[src/rtl/mem_arb_pkg.sv]
// Shared types and constants for the IF/MEM memory-port arbiter.
package mem_arb_pkg;

    typedef enum logic [1:0] {
        OWN_NONE = 2'd0,
        OWN_IF   = 2'd1,
        OWN_DM   = 2'd2
    } owner_t;

    typedef enum logic {
        S_IDLE   = 1'b0,
        S_ACCESS = 1'b1
    } state_t;

    localparam logic [3:0] SZ_B = 4'd1;
    localparam logic [3:0] SZ_H = 4'd2;
    localparam logic [3:0] SZ_W = 4'd4;
    localparam logic [3:0] SZ_D = 4'd8;

    localparam int unsigned LAT_DEF        = 2;
    localparam int unsigned STARVE_MAX_DEF = 4;
    localparam int unsigned CNT_W          = 4;

    function automatic logic is_legal_size(input logic [3:0] sz);
        return (sz == SZ_B) || (sz == SZ_H) || (sz == SZ_W) || (sz == SZ_D);
    endfunction

endpackage

[src/rtl/mem_arb_counter.sv]
// Loadable saturating down-counter with a zero flag; used for the access
// latency and, counting down a remaining allowance, for fetch starvation.
module mem_arb_counter #(
    parameter int unsigned   W       = 4,
    parameter logic [W-1:0]  RST_VAL = '0
) (
    input  logic         clk,
    input  logic         reset,
    input  logic         load,
    input  logic [W-1:0] load_val,
    input  logic         dec,
    output logic         zero
);

    logic [W-1:0] cnt;

    always_ff @(posedge clk or posedge reset) begin
        if (reset)
            cnt <= RST_VAL;
        else if (load)
            cnt <= load_val;
        else if (dec && (cnt != '0))
            cnt <= cnt - 1'b1;
    end

    assign zero = (cnt == '0);

endmodule

[src/rtl/mem_port_arbiter.sv]
// Arbitrates one single-ported memory between instruction fetch and data access.
// Optional fetch-starvation guard: define MEM_ARB_STARVE_GUARD_EN.
module mem_port_arbiter
    import mem_arb_pkg::*;
#(
    parameter int unsigned LAT        = LAT_DEF,
    parameter int unsigned STARVE_MAX = STARVE_MAX_DEF
) (
    input  logic        clk,
    input  logic        reset,
    input  logic        if_req,
    input  logic [63:0] if_addr,
    output logic        if_gnt,
    output logic        if_valid,
    output logic [31:0] if_rdata,
    input  logic        dm_req,
    input  logic        dm_we,
    input  logic [63:0] dm_addr,
    input  logic [63:0] dm_wdata,
    input  logic [3:0]  dm_size,
    output logic        dm_gnt,
    output logic        dm_valid,
    output logic [63:0] dm_rdata,
    output logic        mem_en,
    output logic        mem_we,
    output logic [63:0] mem_addr,
    output logic [63:0] mem_wdata,
    output logic [3:0]  mem_size,
    input  logic [63:0] mem_rdata,
    output logic        stall_if,
    output logic        stall_mem
);

    state_t      state, state_nxt;
    owner_t      owner;
    logic        we_q;
    logic [63:0] addr_q;
    logic [63:0] wdata_q;
    logic [3:0]  size_q;
    logic        grant_if, grant_dm, done;
    logic        lat_zero;
    logic        if_win;
    logic        if_valid_q, dm_valid_q;
    logic [31:0] if_rdata_q;
    logic [63:0] dm_rdata_q;

    mem_arb_counter #(.W(CNT_W)) u_lat_cnt (
        .clk      (clk),
        .reset    (reset),
        .load     (grant_if | grant_dm),
        .load_val (CNT_W'(LAT - 1)),
        .dec      (state == S_ACCESS),
        .zero     (lat_zero)
    );

`ifdef MEM_ARB_STARVE_GUARD_EN
    // Counts down the data grants still allowed while a fetch is waiting.
    logic starve_zero;

    mem_arb_counter #(.W(CNT_W), .RST_VAL(CNT_W'(STARVE_MAX))) u_starve_cnt (
        .clk      (clk),
        .reset    (reset),
        .load     (grant_if | ~if_req),
        .load_val (CNT_W'(STARVE_MAX)),
        .dec      (grant_dm & if_req),
        .zero     (starve_zero)
    );

    assign if_win = starve_zero & if_req;
`else
    assign if_win = 1'b0;
`endif

    always_ff @(posedge clk or posedge reset) begin
        if (reset)
            state <= S_IDLE;
        else
            state <= state_nxt;
    end

    always_comb begin
        state_nxt = state;
        grant_if  = 1'b0;
        grant_dm  = 1'b0;
        done      = 1'b0;
        case (state)
            S_IDLE: begin
                if (!reset && (if_req || dm_req)) begin
                    if (dm_req && !if_win)
                        grant_dm = 1'b1;
                    else
                        grant_if = 1'b1;
                    state_nxt = S_ACCESS;
                end
            end
            S_ACCESS: begin
                if (lat_zero) begin
                    done      = 1'b1;
                    state_nxt = S_IDLE;
                end
            end
            default: state_nxt = S_IDLE;
        endcase
    end

    // Request fields are captured at grant so the requester may move on.
    always_ff @(posedge clk or posedge reset) begin
        if (reset) begin
            owner   <= OWN_NONE;
            we_q    <= 1'b0;
            addr_q  <= '0;
            wdata_q <= '0;
            size_q  <= '0;
        end else if (grant_dm) begin
            owner   <= OWN_DM;
            we_q    <= dm_we;
            addr_q  <= dm_addr;
            wdata_q <= dm_wdata;
            size_q  <= dm_size;
        end else if (grant_if) begin
            owner   <= OWN_IF;
            we_q    <= 1'b0;
            addr_q  <= if_addr;
            wdata_q <= '0;
            size_q  <= SZ_W;
        end else if (done) begin
            owner   <= OWN_NONE;
        end
    end

    always_ff @(posedge clk or posedge reset) begin
        if (reset) begin
            if_valid_q <= 1'b0;
            dm_valid_q <= 1'b0;
            if_rdata_q <= '0;
            dm_rdata_q <= '0;
        end else begin
            if_valid_q <= done && (owner == OWN_IF);
            dm_valid_q <= done && (owner == OWN_DM);
            if (done && (owner == OWN_IF))
                if_rdata_q <= mem_rdata[31:0];
            if (done && (owner == OWN_DM))
                dm_rdata_q <= we_q ? 64'd0 : mem_rdata;
        end
    end

    assign if_gnt    = grant_if;
    assign dm_gnt    = grant_dm;
    assign if_valid  = if_valid_q;
    assign dm_valid  = dm_valid_q;
    assign if_rdata  = if_rdata_q;
    assign dm_rdata  = dm_rdata_q;

    assign mem_en    = (state == S_ACCESS);
    assign mem_we    = mem_en & we_q & (owner == OWN_DM);
    assign mem_addr  = addr_q;
    assign mem_wdata = wdata_q;
    assign mem_size  = size_q;

    assign stall_if  = ~reset & if_req & ~if_valid_q;
    assign stall_mem = ~reset & dm_req & ~dm_valid_q;

endmodule
[config.mk]
export PLATFORM = sky130hd
export DESIGN_NAME = mem_port_arbiter
export DESIGN_NICKNAME = d
export VERILOG_FILES = /design/src/rtl/mem_arb_pkg.sv /design/src/rtl/mem_arb_counter.sv /design/src/rtl/mem_port_arbiter.sv
export SDC_FILE = /design/constraint.sdc
export NUM_CORES = 1
export LEC_CHECK = 0
export ABC_AREA = 1
export CORE_AREA = 2 2 194 196
export CTS_BUF_LIST = sky130_fd_sc_hd__clkbuf_8
export DETAILED_ROUTE_END_ITERATION = 10
export DIE_AREA = 0 0 196 198
export PLACE_DENSITY = 0.61
export SYNTH_ARGS = -nofsm -noshare
export SYNTH_HDL_FRONTEND = slang
export SYNTH_HIERARCHICAL = 1
export SYNTH_SLANG_ARGS = --single-unit
[constraint.sdc]
create_clock -name clk -period 18 [get_ports clk]
set_input_delay 3.6 -clock clk [delete_from_list [all_inputs] [get_ports clk]]
set_output_delay 3.6 -clock clk [all_outputs]
set_load 0.03 [all_outputs]
* Word-level counts from Yosys, hierarchy flattened
Index checks and enable logic that the tools add are counted.
** Cells by class
- Reduce and logical (&&, ||, !) cells :: 11
- Eq/ne operators :: 2
- $add $sub $neg :: 1
- Bitwise gates (word level) :: 11
- Muxes and demuxes :: 25
** Operators by type and width (count)
- 64-bit 2-to-1 mux :: 5
- 4-bit 2-to-1 mux :: 4
- 1-bit 2-to-1 mux :: 12
- 1-bit AND :: 6
- 2-bit 2-to-1 mux :: 3
- 1-bit logical AND :: 4
- 4-bit zero test :: 1
- 1-bit NOT :: 4
- 2-bit nonzero test :: 2
- 4-bit nonzero test :: 1
- 4-bit by 1-bit subtractor with 4-bit output (second input constant) :: 1
- 3-bit nonzero test :: 1
- 2-bit by 1-bit == test with 1-bit output (second input constant) :: 1
- 2-bit == test (second input constant) :: 1
- 1-bit case mux with 2 select lines :: 1
- 1-bit zero test :: 1
- 1-bit logical OR :: 1
- 1-bit OR :: 1
** Storage, ports and cells
- Input port bits :: 265
- Output and inout port bits :: 236
- Word-level logic and storage cells :: 61
- Register bits after elaboration :: 238

* Depth between registers and ports, before layout
- Depth in word-level cells :: 6
- Depth in mapped cells :: 11
- Mapped depth without buffers :: 10

* Hierarchy
Netlist, hierarchy kept.
** By module, submodules not included
- mem_port_arbiter :: area each 10092.2 um^2, instances 1, seq. area each 5855.6 um^2, cells an instance 1283
- mem_arb_counter :: area each 299.0 um^2, instances 1, seq. area each 100.1 um^2, cells an instance 47

* Worst setup path after synthesis
OpenSTA, ideal clock, no wires.
- Path kind :: input -> output
- Start :: in reset
- End :: out dm_gnt
- Arrival :: 9.709 ns
- Stages on the path :: 4
- Data required time :: 14.400 ns
- Buffers on the path :: 1
- Setup slack :: 4.691 ns
- Path through :: inv_1 nand3_2 inv_2 clkbuf_1
** On the way
- Word-level cells in the longest chain between the ends :: 4
** Ends and longest elaborated chain
- from (decl) :: RTL line mem_port_arbiter.sv:10 : input logic reset,
- 1-bit zero test (no source line)
- 1-bit logical AND :: RTL line mem_port_arbiter.sv:88 : if (!reset && (if_req || dm_req)) begin
- 1-bit 2-to-1 mux :: RTL line mem_port_arbiter.sv:88
- 1-bit 2-to-1 mux :: RTL line mem_port_arbiter.sv:86 : case (state)
- to (decl) :: RTL line mem_port_arbiter.sv:21 : output logic dm_gnt,
Every way passes these cells.

* Final worst setup path
Same ends and word-level chain as after synthesis.

==> impl_metrics.env <==
export IMPL_hold_ws_ns=0.467
export IMPL_dieWidth_um=196
export IMPL_htreeDepth=2
export IMPL_clockBufferDepth=3
export IMPL_multiInputGateArea_um2=3600
export IMPL_gr_usage_all_layers_pct=18.3
export IMPL_netlist_top_cells_count="645 x nand2_1, 238 x dfrtp_1, 143 x inv_1"
export IMPL_placedInstanceArea_um2=15800
export IMPL_synth_area_per_cell_um2=7.81
export IMPL_numCtsBuffers=42
export IMPL_post_route_min_period_ns=9.89
export IMPL_worst_pin_slew_ns=1.18
export IMPL_critPathMaxStageDelay_ns=0.69
export IMPL_rows=71
export IMPL_synth_simple_area_share_pct=30.8
export IMPL_maxSlewHeadroom_pct=21.5
export IMPL_crit_path_top_delay_cell="clkdlybuf4s50_1"
export IMPL_ant_nets=0
export IMPL_io_buffer_count=500
export IMPL_grt_pass1_vias=9899
export IMPL_drv_cap=0
export IMPL_synth_edf_count=0
export IMPL_nNetsFinal=2077
export IMPL_path_common_cell="clkdlybuf4s50_1"
export IMPL_cp_start_kind="input pin"
export IMPL_netlist_area_um2=10400
export IMPL_finalSetupViolations=0
export IMPL_yosys_cell_types_count=22
export IMPL_cp_arrival_ns=6.29
export IMPL_synthTopCellsByArea="dfrtp_1 57%, nand2_1 23%, nand3_1 6.4%"
export IMPL_clock_fmax_mhz=101
export IMPL_syn_inst=1330
export IMPL_synth_top_family_by_area="simple AND/OR/NAND/NOR gates"
export IMPL_cts_resized=0
export IMPL_synth_most_common_cell="nand2_1"
export IMPL_powerDensity_nw_per_um2=177
export IMPL_yosys_area_top_type="dfrtp_1"
export IMPL_status="finished, final reports clean"
export IMPL_crit_path_end_kind="primary output"
export IMPL_grt_start_max_net_pins=130
export IMPL_fill_cells=3678
export IMPL_tritoncts="built"
export IMPL_cts_sinks=238
export IMPL_gp_congestion=0.814
export IMPL_pin_count=501
export IMPL_placed_cells=2241
export IMPL_synth_compound_area_share_pct=3.37
export IMPL_setup_tns_final_ns=0
export IMPL_yosysTopAreaCellShare_pct=57.3
export IMPL_worstPathMaxFanout=116
export IMPL_fin_area_um2=16600
export IMPL_slew_violations=0
export IMPL_ys_ff_latch=238
export IMPL_drt_pass1_iter_count=7
export IMPL_drc=0
export IMPL_clock_latency_ns=0.56
export IMPL_peakVddDrop_v=0.0000859
export IMPL_crit_required_ns=14.40
export IMPL_initial_core_util_pct=28.1
export IMPL_synth_warnings=6
export IMPL_antenna_found_initial=1
export IMPL_routedWlPerCell_um=15.6
export IMPL_overflow=0
export IMPL_ys_flop_type="dfrtp_1"
export IMPL_drive_gt1_share_pct=4.47
export IMPL_yosys_area_share_xor_xnor_pct=0
export IMPL_rsz0062_at_grt="no"
export IMPL_viasPerCell=4.38
export IMPL_seq_area_um2=5960
export IMPL_instances_no_fill=2309
export IMPL_grt_pass1_wl_um=55900
export IMPL_holdBufCountCts=0
export IMPL_dieHeight_um=198
export IMPL_area_growth_pct=60.1
export IMPL_path_clk_slew_ns=0.05
export IMPL_core_um2=37000
export IMPL_die_area_um2=38800
export IMPL_worstSetupPathType="input pin to primary output"
export IMPL_drt_total_wl_um=36100
export IMPL_seq_area_frac_synth_pct=57.3
export IMPL_dp_hpwl_um=25700
export IMPL_hold_viol_final=0
export IMPL_postCtsSetupRepairBufs=0
export IMPL_synthMuxAreaShare_pct=0
export IMPL_drtIter0Drc=541
export IMPL_fin_crit_sh_pct=54.9
export IMPL_finClkSkew_ns=0.0170
export IMPL_cts_root_buf="clkbuf_8"
export IMPL_hold_path_class="register to register"
export IMPL_synth_fa_ha_area_share_pct=0.120
export IMPL_vias=10105
export IMPL_synthArstFlopShare_pct=100
export IMPL_leakage_uw=0.00846
export IMPL_crit_chain="clkdlybuf4s50_1 > inv_8 > nand3_2 > buf_4 > inv_2 > clkdlybuf4s50_1"
[metrics by stage]
| step | utilization [%] | worst slack (ns) | power, uW |
|---|---|---|---|
| floorplan | - | 4.69 | 1750 |
| global placement | 42.7 | 8.01 | 2430 |
| detailed placement | 42.7 | 7.99 | 2450 |
| CTS | 45.0 | 7.99 | 2990 |
| global route | 45.0 | 7.80 | 3130 |
| finish | 45.0 | 8.11 | 2950 |
[critical path, delay by kind of cell]
family	cells	cell delay, ns
and+or+nand+nor	1	0.12
buffers and inverters	5	2.54
[area by class of cell]
class	instances	area share, %
sequential	238	35.8
timing repair buffer	510	30.5
multi-input combinational	872	21.6
clock buffer	51	4.22
tap	474	3.56
inverter	147	3.36
clock inverter	16	0.887
antenna	1	0.0150
[worst paths after layout]
kind	start	end	slack (ns)	cells after the start
max in group asynchronous	reset	mem_wdata[57]	12.64	3
max reg2reg	mem_en	mem_wdata[14]	15.06	8
min	mem_wdata[49]	mem_wdata[49]	0.47	2
min reg2reg	mem_wdata[49]	mem_wdata[49]	0.47	2
min in group asynchronous	reset	u_lat_cnt/cnt[1]	3.59	2
max	reset	dm_gnt	8.11	6
[cell usage in the layout, fill, tap and decap left out]
| cell | n |
|---|---|
| conb_1 | 4 |
| clkinv_2 | 3 |
| nand3b_1 | 2 |
| clkinv_1 | 1 |
| bufinv_16 | 3 |
| inv_1 | 150 |
| nand2_4 | 3 |
| ha_1 | 1 |
| diode_2 | 1 |
| clkdlybuf4s50_1 | 500 |
| nor4_1 | 1 |
| nand2_2 | 2 |
| inv_8 | 1 |
| inv_6 | 1 |
| nand3_2 | 1 |
| nor3_2 | 1 |
| clkbuf_8 | 51 |
| dfrtp_1 | 238 |
| nand3_1 | 133 |
| buf_4 | 10 |
| nand4_1 | 1 |
| nor2_1 | 7 |
| o21ai_0 | 68 |
| nand2_1 | 643 |
| nor2_2 | 1 |
| inv_2 | 4 |
| nor3_1 | 1 |
| nor2_4 | 1 |
| a21oi_1 | 2 |
[routing by layer]
layer,track usage [%],up-vias,routed length [um]
met1,22.8,4676,15000
li1,-,4986,-
met4,6.71,0,1150
met2,30.3,374,17200
met5,0,-,0
met3,4.89,69,2710
[logic make-up (layout without fill, tap and decap cells)]
group | after synthesis | count (layout)
buf+inv | 222 | 724
simple gates | 797 | 797
flops | 238 | 238
fa+ha+maj | 1 | 1
compound gates | 70 | 70
other cells | 2 | 5
[report_power, final]
group / internal [uW] / switching [uW] / leakage [uW]
sequential: 782 / 135 / 0.00292
combinational: 587 / 925 / 0.00506
clock: 297 / 223 / 0.000473
[sequential cells by signal, summed over array words and instances (netlist names)]
register / cells
dm_rdata: 64
mem_size: 4
mem_en: 1
u_lat_cnt/cnt: 4
mem_wdata: 64
mem_addr: 64
dm_valid: 1
we_q: 1
if_valid: 1
if_rdata: 32
owner: 2
No activity file was read; power rests on OpenSTA's default activity.
